### config.mk
export PLATFORM = sky130hd
export DESIGN_NAME = nt_node_activity_monitor
export DESIGN_NICKNAME = d
export VERILOG_FILES = /design/src/rtl/nt_mon_pkg.sv /design/src/rtl/nt_toggle_counter.sv /design/src/rtl/nt_node_activity_monitor.sv
export SDC_FILE = /design/constraint.sdc
export NUM_CORES = 1
export LEC_CHECK = 0
export ABC_AREA = 1
export BUFFER_PORTS_ARGS = -buffer_cell sky130_fd_sc_hd__buf_4
export CAP_MARGIN = 10
export CELL_PAD_IN_SITES_DETAIL_PLACEMENT = 1
export CELL_PAD_IN_SITES_GLOBAL_PLACEMENT = 2
export CORE_MARGIN = 2
export CORE_UTILIZATION = 37
export CTS_CLUSTER_DIAMETER = 150
export DETAILED_ROUTE_END_ITERATION = 12
export PLACE_DENSITY_LB_ADDON = 0.15
export SLEW_MARGIN = 10
export SYNTH_ARGS = -nofsm -noshare
export SYNTH_HDL_FRONTEND = slang
export SYNTH_HIERARCHICAL = 1
export SYNTH_SLANG_ARGS = --single-unit
### constraint.sdc
create_clock -name I1470_clk -period 6.55 [get_ports I1470_clk]
set_input_delay 0.655 -clock I1470_clk [delete_from_list [all_inputs] [get_ports I1470_clk]]
set_output_delay 0.655 -clock I1470_clk [all_outputs]
set_load 0.02 [all_outputs]
### src/rtl/nt_mon_pkg.sv
// Shared types and default constants for the node activity monitor.
package nt_mon_pkg;

   localparam int unsigned NODE_W_DEF      = 8;
   localparam int unsigned WIN_W_DEF       = 16;
   localparam int unsigned CNT_W_DEF       = 12;
   localparam int unsigned RARE_THRESH_DEF = 2;
   localparam logic [7:0]  MISR_POLY_DEF   = 8'h1D;

   typedef enum logic [1:0] {
      IDLE    = 2'd0,
      ARM     = 2'd1,
      OBSERVE = 2'd2,
      REPORT  = 2'd3
   } mon_state_e;

endpackage

### src/rtl/nt_toggle_counter.sv
// Saturating toggle counter for one monitored net; holds at all-ones, never wraps.
module nt_toggle_counter #(
   parameter int unsigned CNT_W = 12
) (
   input  logic             clk,
   input  logic             rst,
   input  logic             clr,
   input  logic             inc,
   output logic [CNT_W-1:0] cnt,
   output logic             sat_c
);

   assign sat_c = (cnt == '1);

   always_ff @(posedge clk) begin
      if (rst || clr) begin
         cnt <= '0;
      end else if (inc && !sat_c) begin
         cnt <= cnt + CNT_W'(1);
      end
   end

endmodule

### src/rtl/nt_node_activity_monitor.sv
// Observes NODE_W subcircuit nets over a window of valid samples: per-net toggle counts,
// rare-activity flags and a MISR signature of the sample stream.
module nt_node_activity_monitor
   import nt_mon_pkg::*;
#(
   parameter int unsigned          NODE_W      = NODE_W_DEF,
   parameter int unsigned          WIN_W       = WIN_W_DEF,
   parameter int unsigned          CNT_W       = CNT_W_DEF,
   parameter int unsigned          RARE_THRESH = RARE_THRESH_DEF,
   parameter logic [NODE_W-1:0]    MISR_POLY   = NODE_W'(MISR_POLY_DEF),
   localparam int unsigned         SEL_W       = (NODE_W > 1) ? $clog2(NODE_W) : 1
) (
   input  logic              I1470_clk,
   input  logic              I1477_rst,
   input  logic              start,
   input  logic [WIN_W-1:0]  win_len,
   input  logic              node_vld,
   input  logic [NODE_W-1:0] node_in,
   input  logic [SEL_W-1:0]  rd_sel,
   output logic              busy,
   output logic              done,
   output logic              err,
   output logic [NODE_W-1:0] rare_flag,
   output logic [NODE_W-1:0] signature,
   output logic [CNT_W-1:0]  tog_cnt
);

   mon_state_e        state;
   mon_state_e        state_nxt;
   logic [WIN_W-1:0]  remaining;
   logic [NODE_W-1:0] prev;
   logic [NODE_W-1:0] misr;
   logic [NODE_W-1:0] misr_nxt;
   logic [NODE_W-1:0] bump;
   logic [NODE_W-1:0] sat;
   logic [NODE_W-1:0] rare_nxt;
   logic [CNT_W-1:0]  cnt [NODE_W];
   logic              clr;
   logic              take;
   logic              count_en;
   logic              last;
   logic              err_set;

   // State register
   always_ff @(posedge I1470_clk) begin
      if (I1477_rst) begin
         state <= IDLE;
      end else begin
         state <= state_nxt;
      end
   end

   // Next-state logic; remaining==1 means the sample being taken closes the window
   always_comb begin
      state_nxt = state;
      unique case (state)
         IDLE:    if (start && (win_len != '0)) state_nxt = ARM;
         ARM:     if (node_vld) state_nxt = (remaining == WIN_W'(1)) ? REPORT : OBSERVE;
         OBSERVE: if (node_vld && (remaining == WIN_W'(1))) state_nxt = REPORT;
         REPORT:  state_nxt = IDLE;
         default: state_nxt = IDLE;
      endcase
   end

   // Datapath strobes decoded from the current state
   always_comb begin
      clr      = 1'b0;
      take     = 1'b0;
      count_en = 1'b0;
      last     = 1'b0;
      err_set  = 1'b0;
      unique case (state)
         IDLE: begin
            clr     = start && (win_len != '0);
            err_set = start && (win_len == '0);
         end
         ARM: begin
            take = node_vld;
            last = node_vld && (remaining == WIN_W'(1));
         end
         OBSERVE: begin
            take     = node_vld;
            count_en = node_vld;
            last     = node_vld && (remaining == WIN_W'(1));
         end
         default: ;
      endcase
   end

   always_comb begin
      misr_nxt = {misr[NODE_W-2:0], 1'b0} ^ (misr[NODE_W-1] ? MISR_POLY : '0) ^ node_in;
   end

   // Flags are taken from the counts as they will stand after the closing sample
   always_comb begin
      for (int i = 0; i < int'(NODE_W); i++) begin
         bump[i]     = count_en && (node_in[i] ^ prev[i]) && !sat[i];
         rare_nxt[i] = (32'(cnt[i]) + 32'(bump[i])) <= RARE_THRESH;
      end
   end

   always_ff @(posedge I1470_clk) begin
      if (I1477_rst) begin
         busy      <= 1'b0;
         done      <= 1'b0;
         err       <= 1'b0;
         remaining <= '0;
         prev      <= '0;
         misr      <= '0;
         rare_flag <= '0;
         signature <= '0;
      end else begin
         busy <= (state_nxt == ARM) || (state_nxt == OBSERVE);
         done <= (state_nxt == REPORT);
         err  <= err_set;
         if (clr) begin
            remaining <= win_len;
            prev      <= '0;
            misr      <= '0;
         end
         if (take) begin
            remaining <= remaining - WIN_W'(1);
            prev      <= node_in;
            misr      <= misr_nxt;
         end
         if (last) begin
            signature <= misr_nxt;
            rare_flag <= rare_nxt;
         end
      end
   end

   for (genvar g = 0; g < int'(NODE_W); g++) begin : g_cnt
      nt_toggle_counter #(.CNT_W(CNT_W)) u_cnt (
         .clk   (I1470_clk),
         .rst   (I1477_rst),
         .clr   (clr),
         .inc   (bump[g]),
         .cnt   (cnt[g]),
         .sat_c (sat[g])
      );
   end

   // Readout mux of the registered counts
   always_comb begin
      tog_cnt = '0;
      for (int i = 0; i < int'(NODE_W); i++) begin
         if (SEL_W'(i) == rd_sel) tog_cnt = cnt[i];
      end
   end

endmodule

Yosys cells after proc, flatten, opt, wreduce, memory -nomap -nowiden
Index checks and enable logic that the tools add are counted.
Widths: inputs -> output; s select.
{ "totals": {"word_cells": 142, "output_inout_bits": 31, "ff_bits": 149} }
{ "classes": {"bitwise": 11, "mux": 23, "order_cmp": 8, "addsub": 17, "reduce_logical": 44, "eq_ne": 22} }
{ "op_table": {"columns": ["cell", "n"], "rows": [
  ["$add 12x1->13", 8],
  ["$le 13x2->1 const B", 8],
  ["$add 12x1->12 const B", 8],
  ["$eq 12x12->1 const B", 8],
  ["$mux 12", 8],
  ["$mux 16", 2],
  ["$logic_and 1x1->1", 27],
  ["$mux 8", 3],
  ["$eq 16x1->1 const B", 1],
  ["$logic_not 16->1", 1],
  ["$reduce_bool 16->1", 1],
  ["$sub 16x1->16 const B", 1],
  ["$eq 3x3->1 const A", 4],
  ["$eq 2x2->1 const B", 4],
  ["$logic_not 1->1", 8],
  ["$pmux 2 s4", 1],
  ["$xor 1x1->1", 8],
  ["$xor 8x5->8", 1],
  ["$xor 8x8->8", 1],
  ["$eq 2x3->1 const A", 2],
  ["$mux 2", 3],
  ["$mux 1", 5],
  ["$mux 5", 1],
  ["$eq 2x1->1 const B", 2],
  ["other kinds (7)", 9]
]} }

Depth between registers and ports, before layout
{ "depth": {"word_depth": 9, "depth_mapped": 18, "mapped_depth_nobuf": 18} }

Modules after synthesis
The synthesis kept the hierarchy.
{ "by_module_without_submodules": {"columns": ["mod", "seq_area_each_um2", "cells_each", "instances", "area_per_inst_um2"], "rows": [
  ["nt_toggle_counter", 240.2, 105, 8, 708.2],
  ["nt_node_activity_monitor", 1061.0, 964, 1, 5664.2]
]} }

Worst setup path after synthesis
No wires, ideal clock.
{ "synth_path": {"path_kind": "register -> register", "from": "register g_cnt[2].u_cnt.cnt[0]", "to": "register rare_flag[2]", "t_arrival_ns": 2.339, "path_slack_ns": 4.141, "path_buffers": 0, "setup_time_ns": 0.070, "required_ns": 6.480, "path_stages_with_launch": 17, "path_cell_list": "dfxtp_1 ha_1 nand2_1 nor2_4 nand2_1 inv_1 nor3_1 ha_1 ha_1 inv_1 nor2_1 nand2_1 o21ai_0 o21ai_0 nor2_1 nand3_1 a21oi_1"} }
{ "synth_between": {"elab_chain_len": 5} }
{ "synth_lines": {"columns": ["item", "line", "rtl"], "rows": [
  ["start, declared", "nt_toggle_counter.sv:9", "output logic [CNT_W-1:0] cnt,"],
  ["start signal, assigned", "nt_toggle_counter.sv:19", "cnt <= cnt + CNT_W'(1);"],
  ["$eq 12x12->1", "nt_toggle_counter.sv:13", "assign sat_c = (cnt == '1);"],
  ["named net sat[2]", "nt_node_activity_monitor.sv:35", "logic [NODE_W-1:0] sat;"],
  ["$logic_not 1->1", "nt_node_activity_monitor.sv:97", "bump[i] = count_en && (node_in[i] ^ prev[i]) && !sat[i];"],
  ["$logic_and 1x1->1", "nt_node_activity_monitor.sv:97", null],
  ["named net bump[2]", "nt_node_activity_monitor.sv:34", "logic [NODE_W-1:0] bump;"],
  ["$add 12x1->13", "nt_node_activity_monitor.sv:98", "rare_nxt[i] = (32'(cnt[i]) + 32'(bump[i])) <= RARE_THRESH;"],
  ["$le 13x2->1", "nt_node_activity_monitor.sv:98", null],
  ["end signal, assigned", "nt_node_activity_monitor.sv:128", "rare_flag <= rare_nxt;"],
  ["end, declared", "nt_node_activity_monitor.sv:23", "output logic [NODE_W-1:0] rare_flag,"]
]} }
The timed path passes the listed nets, and every way through them passes these cells.
A chain may end at the register's enable or synchronous reset.

Final worst setup path
{ "layout_path": {"from": "register state[0]", "to": "register rare_flag[7]"} }
{ "layout_between": {"elab_chain_len": 6, "word_cells_on_any_way": 9} }
{ "layout_lines": {"columns": ["item", "line", "rtl"], "rows": [
  ["start, declared", "nt_node_activity_monitor.sv:28", "mon_state_e state;"],
  ["start signal, assigned", "nt_node_activity_monitor.sv:49", "state <= state_nxt;"],
  ["$eq 2x2->1", "nt_node_activity_monitor.sv:72", "unique case (state)"],
  ["$mux 1", "nt_node_activity_monitor.sv:72", null],
  ["$logic_and 1x1->1 (2 in a row)", "nt_node_activity_monitor.sv:97", null],
  ["named net bump[7]", "nt_node_activity_monitor.sv:34", null],
  ["$add 12x1->13", "nt_node_activity_monitor.sv:98", null],
  ["$le 13x2->1", "nt_node_activity_monitor.sv:98", null]
]} }
The timed path passes the listed nets, and every way through them passes these cells.

==> flow_summary.yaml <==
status:
  outcome: "finished clean"
global_route:
  grt_max_degree: 45
  grt_first_pass_wirelength_mm: 58.79
  grt_pass1_vias: 11403
  globalRouteTotalUtil_pct: 23.29
  grt_overflow: 0
  antenna_found_initial: 0
route:
  viasPerCell: 5.122
  totalWireLength_mm: 36.19
  wl_met1_mm: 17.36
  wl_met3_mm: 1.058
  maxUsedRoutingLayer: "met4"
  drt_first_pass_iters: 4
  drtAntennaViolNets: 0
  drtIter0Drc: 547
  dr_wl_met2_mm: 17.26
  drcViolationCount: 0
  num_vias: 11566
  wl_per_cell_um: 16.03
yosys:
  ys_ff_latch: 149
  seq_area_frac_synth_pct: 26.33
  syn_inst: 1804
  syn_area_um2: 11330
  yosys_warnings: 6
  avgSynthCellArea_um2: 6.280
  syn_nets: 1875
  synth_cell_type_count: 42
setup_path:
  critical_path_class: "register to register"
  crit_path_end_kind: "register"
  cp_max_fo: 10
  reg2regPathDepth: 13
  arrival_ps: 3980
  crit_path_start_kind: "register"
  cp.required_ps: 6920
  worst-r2r-setup-slack_ps: 2950
  timing.rr.end: "rare_flag[7]$_SDFFE_PP0P_"
  r2r-start: "state[0]$_SDFF_PP0_"
sta:
  clock_skew_ps: 11.39
  hold_viol_final: 0
  fin_crit_sh_pct: 55.03
  tightest_slew_ps: 1124
  drv_slew: 0
  timing.final.crit_period_ps: 3604
  rsz0062_at_grt: "no"
  relSlewSlack_pct: 24.52
  setup_viol: 0
  fin_setup_tns_ps: 0
  max_freq_mhz: 277.4
cts:
  cts_buffer_depth: 2
  clk_pin_slew_worst_paths_ps: 70
  cts-root-buf: "clkbuf_16"
  numClockSinks: 149
  postCtsResizedCells: 0
  cts_tree: "yes"
  clk_latency_ps: 450
  cts_hold_buf: 0
  post_cts_buffers: 0
  cts_buffers: 17
  cts_max_level: 4
placed_design:
  gp_congestion: 0.8202
  place_area_um2: 12040
  port_buffers: 61
  dp_hpwl_mm: 27.46
floorplan:
  row_count: 64
  die_area_um2: 32040
  coreArea_um2: 30350
  die_w_um: 179.0
  initial_core_util_pct: 37.33
  ios: 62
  dieHeight_um: 179.0
cells_and_area:
  nFillCells: 4077
  diodes: 0
  final_cell_area_um2: 12640
  layout_common_cells: "446 x nand2_1, 293 x nor2_1, 195 x inv_1, 149 x dfxtp_1, 146 x nand3_1"
  drive_above_1_share_pct: 12.78
  layout_commonest_cell: "nand2_1"
  final_nets: 1920
  area_growth_pct: 11.58
job:
  maxCapViolations: 0
min_path:
  min_from: "rare_flag[5]$_SDFFE_PP0P_"
  whs_path_depth: 2
  hold_path_class: "register to register"
  whs_endpoint: "rare_flag[5]$_SDFFE_PP0P_"
power_and_ir_drop:
  p_leak_nw: 4.944
  ir_drop_v: 0.0001773
  p_per_area_nw_per_um2: 179.1
-- power breakdown --
part	switching, W	internal, W	leakage, nW
combinational	0.000186	0.0000943	3.46
clock	0.000451	0.000586	0.284
sequential	0.0000218	0.000925	1.20
total	0.000658	0.00161	4.94
-- state kept, by name, summed over array words and instances, names as in the netlist --
signal,cells
g_cnt.u_cnt/cnt,96
remaining,16
misr,8
prev,8
rare_flag,8
signature,8
state,2
busy,1
done,1
err,1
-- worst max path at each step --
stage / slack, ps / cells past startpoint / end / start
floorplan: 4140 / 16 / rare_flag[2]$_SDFFE_PP0P_ / g_cnt[2].u_cnt/cnt[0]$_SDFFE_PP0P_
global placement: 3060 / 13 / rare_flag[5]$_SDFFE_PP0P_ / node_vld
detailed placement: 2880 / 12 / rare_flag[7]$_SDFFE_PP0P_ / node_vld
CTS: 2930 / 13 / rare_flag[7]$_SDFFE_PP0P_ / state[0]$_SDFF_PP0_
global route: 2450 / 15 / rare_flag[6]$_SDFFE_PP0P_ / state[0]$_SDFF_PP0_
finish: 2950 / 13 / rare_flag[7]$_SDFFE_PP0P_ / state[0]$_SDFF_PP0_
-- critical path: stages, from the launching register on --
cell and delay [ps]:
dfxtp_1 340, inv_1 160, ha_1 210, nand2_1 390
nor3_1 1050, ha_1 300, ha_1 190, nand3_1 140
nor2_1 160, xor2_1 190, nand2_1 90, nor2_1 100
nand3_1 70, a21oi_1 150
-- logic make-up after synthesis --
family,count (synthesis),synth area share (%)
DFF,149,26.33
adders and majority gates,40,4.417
buffers and inverters,265,10.08
xor gates and xnor gates,40,3.092
and+or+nand+nor,1107,46.25
AOI/OAI and AO/OA,203,9.829
-- routing by layer --
layer,GRT usage [%],vias up
met5,0,-
met2,40.06,123
li1,-,5907
met1,30.41,5505
met3,3.626,31
met4,5.589,0
-- synth_stat cells --
library cell | count | area [um2]
a21oi_1 | 108 | 540.5
a21oi_2 | 18 | 157.7
a221oi_1 | 1 | 8.760
a31oi_1 | 1 | 6.260
buf_1 | 1 | 3.750
buf_12 | 2 | 40.04
buf_2 | 10 | 50.05
buf_4 | 8 | 60.06
buf_6 | 9 | 101.4
clkbuf_1 | 13 | 48.80
clkinv_1 | 1 | 3.750
clkinv_4 | 1 | 8.760
dfxtp_1 | 149 | 2983
ha_1 | 40 | 500.5
inv_1 | 195 | 732.0
inv_2 | 25 | 93.84
nand2_1 | 446 | 1674
nand2_2 | 26 | 162.7
nand2_4 | 2 | 22.52
nand3_1 | 146 | 730.7
nand3_2 | 16 | 160.2
nand3_4 | 8 | 140.1
nand3b_1 | 48 | 360.4
nand4_1 | 35 | 219.0
nand4_4 | 2 | 42.54
nor2_1 | 293 | 1100
nor2_2 | 1 | 6.260
nor2_4 | 18 | 202.7
nor2b_1 | 1 | 6.260
nor3_1 | 30 | 150.1
nor3_2 | 9 | 90.09
nor3b_1 | 8 | 60.06
nor4_1 | 6 | 37.54
o211ai_1 | 1 | 7.510
o21ai_0 | 51 | 255.2
o21ai_1 | 9 | 45.04
o221ai_1 | 2 | 17.52
o22ai_1 | 12 | 75.07
or2_1 | 1 | 6.260
or2_2 | 11 | 68.82
xnor2_1 | 20 | 175.2
xor2_1 | 20 | 175.2
-- layout make-up --
| type | instances | area, um2 | area share, % |
|---|---|---|---|
| well taps | 396 | 495.5 | 3.919 |
| inverters | 222 | 838.3 | 6.631 |
| clock inverters | 13 | 150.1 | 1.188 |
| flip-flops and latches | 149 | 2983 | 23.59 |
| multi-input cells | 1390 | 7204 | 56.99 |
| repair buffers | 69 | 518.0 | 4.097 |
| clock buffers | 19 | 452.9 | 3.583 |
-- through the flow --
step	cells	hold WS, ps	worst slack [ps]	util (%)	total power, W
after floorplan	1804	456.0	4141	-	0.001166
after global placement	2226	455.6	3058	39.67	0.001243
after detailed placement	2226	464.5	2884	39.67	0.001249
after CTS	2258	473.4	2933	41.66	0.002297
after global routing	2258	493.8	2449	41.66	0.002367
final	2258	469.0	2946	41.66	0.002264
Note: power is estimated with default switching activity, not from simulation.
